$ cat src/rtl/branch_predictor.sv
// branch_predictor: direct-mapped BTB with 2-bit direction counters, execute-stage
// mispredict detection with redirect PC, table training and saturating statistics.
//
// Qualifier semantics: ex_valid alone qualifies every ex_* input in the cycle it is
// high; there is no ready/backpressure, so resolution and training always complete
// in that same cycle. Fetch lookup is unqualified and evaluated every cycle.
module branch_predictor #(
    parameter int DATA_WIDTH = 32,
    parameter int INDEX_BITS = 4
) (
    input  logic                  clk,
    input  logic                  rst,
    input  logic [DATA_WIDTH-1:0] fetch_pc,
    output logic                  pred_taken,
    output logic [DATA_WIDTH-1:0] pred_next_pc,
    input  logic                  ex_valid,
    input  logic [DATA_WIDTH-1:0] ex_pc,
    input  logic                  ex_is_branch,
    input  logic                  ex_is_jump,
    input  logic                  ex_pc_sel,
    input  logic [DATA_WIDTH-1:0] ex_target,
    input  logic [DATA_WIDTH-1:0] ex_pred_next_pc,
    output logic                  mispredict,
    output logic [DATA_WIDTH-1:0] redirect_pc,
    output logic [31:0]           branch_count,
    output logic [31:0]           mispredict_count
);

    localparam int ENTRIES  = 1 << INDEX_BITS;
    localparam int TAG_BITS = DATA_WIDTH - INDEX_BITS - 2;
    localparam logic [DATA_WIDTH-1:0] PC_STEP = DATA_WIDTH'(4);

    // BTB storage, one field per array
    logic                  btb_valid  [ENTRIES];
    logic [TAG_BITS-1:0]   btb_tag    [ENTRIES];
    logic [DATA_WIDTH-1:0] btb_target [ENTRIES];
    logic [1:0]            btb_ctr    [ENTRIES];
    logic                  btb_jump   [ENTRIES];

    logic [INDEX_BITS-1:0] fetch_idx;
    logic [TAG_BITS-1:0]   fetch_tag;
    logic                  fetch_hit;
    logic [DATA_WIDTH-1:0] fetch_seq;

    logic [INDEX_BITS-1:0] ex_idx;
    logic [TAG_BITS-1:0]   ex_tag;
    logic                  ex_hit;
    logic                  ex_cf;
    logic                  ex_taken;
    logic [DATA_WIDTH-1:0] ex_seq;
    logic [DATA_WIDTH-1:0] ex_actual;
    logic [1:0]            ctr_next;

    assign fetch_idx = fetch_pc[INDEX_BITS+1:2];
    assign fetch_tag = fetch_pc[DATA_WIDTH-1:INDEX_BITS+2];
    assign ex_idx    = ex_pc[INDEX_BITS+1:2];
    assign ex_tag    = ex_pc[DATA_WIDTH-1:INDEX_BITS+2];

    // Fetch-side lookup; reset forces a not-taken prediction regardless of table contents
    always_comb begin
        fetch_seq    = fetch_pc + PC_STEP;
        fetch_hit    = btb_valid[fetch_idx] && (btb_tag[fetch_idx] == fetch_tag);
        pred_taken   = !rst && fetch_hit && (btb_jump[fetch_idx] || btb_ctr[fetch_idx][1]);
        pred_next_pc = pred_taken ? btb_target[fetch_idx] : fetch_seq;
    end

    // Execute-side resolution: compare the carried prediction with the real next PC
    always_comb begin
        ex_seq      = ex_pc + PC_STEP;
        ex_cf       = ex_is_branch | ex_is_jump;
        ex_taken    = ex_is_jump | (ex_is_branch & ex_pc_sel);
        ex_actual   = ex_taken ? ex_target : ex_seq;
        ex_hit      = btb_valid[ex_idx] && (btb_tag[ex_idx] == ex_tag);
        mispredict  = ex_valid && (ex_pred_next_pc != ex_actual);
        redirect_pc = ex_valid ? ex_actual : ex_seq;
    end

    // Saturating direction counter step for the entry being trained
    always_comb begin
        ctr_next = btb_ctr[ex_idx];
        if (ex_taken) begin
            if (btb_ctr[ex_idx] != 2'b11) ctr_next = btb_ctr[ex_idx] + 2'd1;
        end else begin
            if (btb_ctr[ex_idx] != 2'b00) ctr_next = btb_ctr[ex_idx] - 2'd1;
        end
    end

    // Table training and stale-entry invalidation; reset wipes the table and drops the update
    always_ff @(posedge clk) begin
        if (rst) begin
            for (int i = 0; i < ENTRIES; i++) begin
                btb_valid[i]  <= 1'b0;
                btb_tag[i]    <= '0;
                btb_target[i] <= '0;
                btb_ctr[i]    <= 2'b01;
                btb_jump[i]   <= 1'b0;
            end
        end else if (ex_valid && ex_cf) begin
            if (ex_hit) begin
                btb_ctr[ex_idx]  <= ctr_next;
                btb_jump[ex_idx] <= ex_is_jump;
                if (ex_taken) btb_target[ex_idx] <= ex_target;
            end else if (ex_taken) begin
                // Miss on a taken transfer: evict whatever lives at this index
                btb_valid[ex_idx]  <= 1'b1;
                btb_tag[ex_idx]    <= ex_tag;
                btb_target[ex_idx] <= ex_target;
                btb_ctr[ex_idx]    <= 2'b10;
                btb_jump[ex_idx]   <= ex_is_jump;
            end
        end else if (ex_valid && ex_hit) begin
            // A non-control-flow instruction sits at this PC now: the entry is stale
            btb_valid[ex_idx] <= 1'b0;
        end
    end

    // Saturating statistics counters
    always_ff @(posedge clk) begin
        if (rst) begin
            branch_count     <= '0;
            mispredict_count <= '0;
        end else begin
            if (ex_valid && ex_cf && (branch_count != 32'hFFFF_FFFF))
                branch_count <= branch_count + 32'd1;
            if (mispredict && (mispredict_count != 32'hFFFF_FFFF))
                mispredict_count <= mispredict_count + 32'd1;
        end
    end

endmodule
$ cat config.mk
export PLATFORM = sky130hd
export DESIGN_NAME = branch_predictor
export DESIGN_NICKNAME = d
export VERILOG_FILES = /design/src/rtl/branch_predictor.sv
export SDC_FILE = /design/constraint.sdc
export NUM_CORES = 2
export LEC_CHECK = 0
export BUFFER_PORTS_ARGS = -buffer_cell sky130_fd_sc_hd__buf_2
export CORE_MARGIN = 8
export CORE_UTILIZATION = 53
export CTS_CLUSTER_DIAMETER = 60
export DETAILED_ROUTE_END_ITERATION = 10
export GPL_ROUTABILITY_DRIVEN = 0
export PLACE_DENSITY = 0.72
export SYNTH_ARGS = -nofsm -noshare
export SYNTH_HDL_FRONTEND = slang
export SYNTH_SLANG_ARGS = --single-unit
$ cat constraint.sdc
create_clock -name clk -period 6.5 [get_ports clk]
set_input_delay 1.3 -clock clk [delete_from_list [all_inputs] [get_ports clk]]
set_output_delay 1.3 -clock clk [all_outputs]
set_load 0.005 [all_outputs]
### Word level (Yosys, flattened, before mapping)

Memories as Yosys holds them, arrays and structs flattened.
Index checks and enable logic that the tools add are counted.

* bits in writable memories: 992
* bits of input ports: 134
* output and inout bits: 130
* bits in registers: 64
* memories kept: 5
* logic and storage cells: 87

Memory list
* btb_target: words 16, bits a word 32, read ports 1, clocked after Yosys merged registers in 0, write ports 16, line 36 `logic [DATA_WIDTH-1:0] btb_target [ENTRIES];`
* btb_tag: words 16, bits a word 26, read ports 2, clocked after Yosys merged registers in 0, write ports 16, line 35 `logic [TAG_BITS-1:0] btb_tag [ENTRIES];`
* btb_ctr: words 16, bits a word 2, read ports 2, clocked after Yosys merged registers in 0, write ports 16, line 37 `logic [1:0] btb_ctr [ENTRIES];`
* btb_jump: words 16, bits a word 1, read ports 1, clocked after Yosys merged registers in 0, write ports 16, line 38 `logic btb_jump [ENTRIES];`
* btb_valid: words 16, bits a word 1, read ports 2, clocked after Yosys merged registers in 0, write ports 16, line 34 `logic btb_valid [ENTRIES];`

* bitwise gates (word level): 7
* add/sub/neg operators: 6
* reductions and logical operators: 17
* equality and inequality tests: 6
* muxes and demuxes: 44

Operators with widths (number)
* 32-bit two-way mux: 5
* 32-bit by 1-bit adder with 32-bit output (second input constant): 2
* 32-bit by 3-bit adder with 32-bit output (second input constant): 2
* 32-bit inequality test (second input constant): 2
* 26-bit equality test: 2
* 32-bit inequality test: 1
* 32-bit OR reduction: 1
* 1-bit two-way mux: 28
* 26-bit two-way mux: 1
* 26-bit OR reduction: 1
* 4-bit two-way mux: 5
* 2-bit two-way mux: 5
* 1-bit logical AND: 9
* 1-bit OR: 6
* 2-bit by 1-bit adder with 2-bit output (second input constant): 1
* 2-bit inequality test (second input constant): 1
* 2-bit nonzero test: 1
* 1-bit OR reduction: 2
* 2-bit OR reduction: 1
* 2-bit by 1-bit subtractor with 2-bit output (second input constant): 1
* 1-bit AND: 1
* 1-bit logical NOT: 1
* 1-bit logical OR: 1

### Depth between registers and ports, before layout

An unclocked memory read counts as a cell.

* depth in word-level cells: 11
* mapped depth: 18

### Worst setup path before layout

No wires, ideal clock.

* path type: input to output
* start: input fetch_pc[2]
* end: output pred_next_pc[10]
* data required time: 5.200 ns
* stages on the path: 10
* setup slack: 0.872 ns
* data arrival time: 4.328 ns
* cells stage by stage: buf_2 buf_1 mux4_2 mux4_2 xor2_1 nor4_1 nand4_1 nand3b_1 buf_1 mux2_2

* longest elaborated chain between the ends: 6

Ends and longest elaborated chain
* from (decl): line 13 `input logic [DATA_WIDTH-1:0] fetch_pc,`
* memory read 16 x 26 bit
* 26-bit equality test: line 62 `fetch_hit = btb_valid[fetch_idx] && (btb_tag[fetch_idx] == fetch_tag);`
* 1-bit logical AND: line 62
* 1-bit logical AND (2 in series): line 63 `pred_taken = !rst && fetch_hit && (btb_jump[fetch_idx] || btb_ctr[fetch_idx][1]);`
* 32-bit two-way mux *: line 64 `pred_next_pc = pred_taken ? btb_target[fetch_idx] : fetch_seq;`
* to (decl): line 15 `output logic [DATA_WIDTH-1:0] pred_next_pc,`

Mark *: on every way between the ends. The rest lies on a longest branch, timed or not.

### Worst setup path after layout

* start: input fetch_pc[2]
* end: output pred_next_pc[12]

The elaborated chain is that of the path after synthesis.

==> impl_results.md <==
- Ys Warns: 0
- Largest net degree at the start of global routing: 329
- Post-layout net count: 4188
- Critical Path Fanout Max: 32
- Cts hold-fix bufs: 0
- Final Instance Count excl. Fillers: 5541
- Final setup vio count: 0
- Min-delay src: mispredict_count[22]
- Final number of max-transition violations: 0
- Worst VDD drop: 0.000216 V
- Critical R2R Capture: btb_tag[2][21]
- Global-route wire length before repair: 267 mm
- Iteration count of the initial detailed-routing pass: 6
- Die area: 0.115 mm^2
- Layout cells sized above 1: 0.266
- H-tree depth: 3
- Clock sinks: 1056
- DRC: 0
- Post-route clock period utilization: 0.944
- Final setup TNS: 0 ns
- Height of the die: 339 um
- Status: complete, no violations
- Worst Tran Pin Value: 1.25 ns
- Cell variety after synth: 84
- RSZ-0062 raised after global routing: no
- Crit path time final: 6.13 ns
- Flops & latches, synth: 1056
- WL/cell: 34.2 um
- Post-Syn Instances: 3946
- CP Class: in -> out
- Clock Tree Buf Depth: 3
- Cts bufs inserted: 114
- Worst Clk Skew: 0.0565 ns
- Pwr Total: 16.3 mW
- Count of filler cells inserted in the layout: 7847
- Flop2flop setup slack: 2.30 ns
- Post-synth EDFFs: 992
- DR vias: 38.1k
- Avg Inst Size Synth: 14.0 um^2
- Latest clock arrival within the worst-skew pair: 0.73 ns
- Fmax: 163 MHz
- Number of global-route vias before repair: 37.2k
- PD cells: 263 mW/mm^2
- Total grt overflow: 0
- Top FF cell, synth: edfxtp_1
- Async SR Flop Fraction: 0
- I/O pins: 264
- Seq/Total Area, Yosys: 0.561
- Final worst slack: 0.365 ns
- Final instance area: 0.0620 mm^2
- PostCTS Resize Cnt: 0
- Post-synthesis cell area: 0.0554 mm^2
- Initial core utilization: 0.534
- Crit path DAT: 4.83 ns
- Site row count: 118
- Post-Syn Nets: 4087
- DR iter-0 viols: 6461
- Via density: 6.88
- Clk pin slew, worst setup/hold paths: 0.06 ns
- Placed Instances: 5311
- Worst R2R Start: btb_tag[11][13]
- LEAKAGE: 23.0 nW
- CTS root buf: clkbuf_16
- CP Data Required Time: 5.20 ns
- Chip Width: 339 um
- CP endpoint kind: output port
- Worst setup path end: pred_next_pc[12]
- Worst r2r path cells: 11
- All-Layer GR Usage: 0.319
- DP HPWL: 115 mm
- Number of max-cap violations: 0
- Post-Place Worst Slack: 0.366 ns
- IO Port Bufs: 263
- Crit. Startpoint: fetch_pc[2]
- Slew HR: 0.167
- Worst min-delay path class: reg -> reg
- Routed Antenna Nets: 0
- CTS tree: done
- Postcts setup bufs: 0
- Layout area overhead: 11.9%
- Final Hold Violating Endpoints: 0
- Dpl cell area: 0.0582 mm^2
- Routed wire length: 189 mm
- Critical Path Start Type: input pin
- Total core area: 0.104 mm^2
- Initial antenna violation count: 41
==> cells by family (layout without fill, tap and decap cells) <==
group	count (synthesis)	after routing	share of synthesized area
AOI/OAI and AO/OA	269	269	0.0331
muxes	512	512	0.186
and+or+nand+nor	1490	1490	0.159
other	0	18	0
buffers and inverters	453	650	0.0338
xor gates and xnor gates	157	157	0.0251
adders and majority gates	9	9	0.00194
DFF	1056	1056	0.561
==> sequential cells by signal, summed over array words and instances (netlist names) <==
signal and count:
branch_count 32, btb_ctr 32, btb_jump 16, btb_tag 416, btb_target 512, btb_valid 16
mispredict_count 32
==> cells in the final DEF, fill, tap and decap left out, drive strengths merged, types with 14 or more instances in the layout <==
| cell type | n |
|---|---|
| edfxtp | 992 |
| and2 | 537 |
| and3 | 443 |
| buf | 412 |
| mux4 | 407 |
| nor2 | 154 |
| clkbuf | 135 |
| xnor2 | 101 |
| nand2 | 78 |
| dfxtp | 64 |
| a21oi | 61 |
| xor2 | 55 |
| mux2 | 55 |
| nand3 | 54 |
| mux2i | 50 |
| clkinv | 50 |
| nand4 | 47 |
| o21ai | 41 |
| or2 | 37 |
| o21bai | 33 |
| inv | 31 |
| nor2b | 24 |
| a31oi | 23 |
| nor3 | 22 |
| nor4 | 22 |
| or3 | 21 |
| diode | 18 |
| o211ai | 15 |
| and4 | 14 |
| a311o | 14 |
==> worst min path at each step <==
| stage | to | slack [ns] | cells after the start |
|---|---|---|---|
| floorplan | mispredict_count[20] | 0.48 | 2 |
| global placement | mispredict_count[22] | 0.47 | 2 |
| detailed placement | mispredict_count[12] | 0.48 | 2 |
| CTS | mispredict_count[22] | 0.50 | 2 |
| global route | mispredict_count[20] | 0.53 | 2 |
| finish | mispredict_count[22] | 0.50 | 2 |
==> per-layer routing <==
| layer | routed length (um) | global-route usage | share of wire | vias to the layer above |
|---|---|---|---|---|
| li1 | - | - | - | 15300 |
| met5 | 188 | 0 | 0.00099 | - |
| met3 | 32400 | 0.129 | 0.17 | 596 |
| met2 | 82100 | 0.461 | 0.43 | 3270 |
| met4 | 9270 | 0.146 | 0.049 | 28 |
| met1 | 65300 | 0.422 | 0.35 | 18900 |
==> Yosys cell counts, types with 12 or more instances <==
library cell	instances	area share
or3_1	21	0.0024
nor3_1	21	0.0019
inv_1	23	0.0016
clkbuf_1	335	0.023
dfxtp_1	64	0.023
o31ai_1	12	0.0016
o21bai_1	33	0.0045
nor2_1	153	0.010
nand3_1	52	0.0047
nor2b_1	24	0.0027
a21oi_1	61	0.0055
nor4_1	20	0.0023
mux2i_1	50	0.0090
o211ai_1	15	0.0020
o21ai_0	41	0.0037
xnor2_1	101	0.016
or2_2	36	0.0041
and2_1	531	0.060
buf_2	28	0.0025
nand4_1	46	0.0052
mux2_2	48	0.0098
and3_1	443	0.050
or4_1	12	0.0016
a311o_1	14	0.0025
mux4_2	402	0.16
a31oi_1	23	0.0026
and4_1	14	0.0022
buf_1	45	0.0031
nand2_1	78	0.0053
xor2_1	55	0.0087
edfxtp_1	992	0.54
==> layout make-up <==
class	count	area, um^2	area share
multi-input combinational	2437	22600	0.364
inverter	26	97.6	0.00157
sequential	1056	31100	0.501
clock inverter	77	783	0.0126
timing repair buffer	412	2730	0.0440
tap	1380	1730	0.0279
clock buffer	135	2950	0.0476
antenna	18	45.0	0.000727
==> metrics by stage <==
stage / hold slack, ns / utilization
finish: 0.497 / 0.598
global route: 0.529 / 0.598
CTS: 0.496 / 0.598
detailed placement: 0.483 / 0.562
global placement: 0.471 / 0.562
floorplan: 0.477 / -
==> critical path, stage by stage <==
cell and delay (ns):
buf_8 0.31, buf_4 0.34, buf_4 0.28, mux4_2 0.53, mux4_2 0.51, xnor2_1 0.15, nand3_1 0.10, nor3_1 0.32
buf_4 0.18, nand3b_1 0.11, buf_12 0.21, mux2_2 0.30, buf_2 0.13
==> where the power goes <==
group | leakage [nW] | switching (mW) | internal (mW) | total (mW)
Combinational | 11.2 | 1.10 | 0.741 | 1.84
Clock | 1.80 | 2.84 | 3.67 | 6.52
Sequential | 9.97 | 0.136 | 7.78 | 7.92
Total | 23.0 | 4.08 | 12.2 | 16.3
No activity file was read; power rests on OpenSTA's default activity.
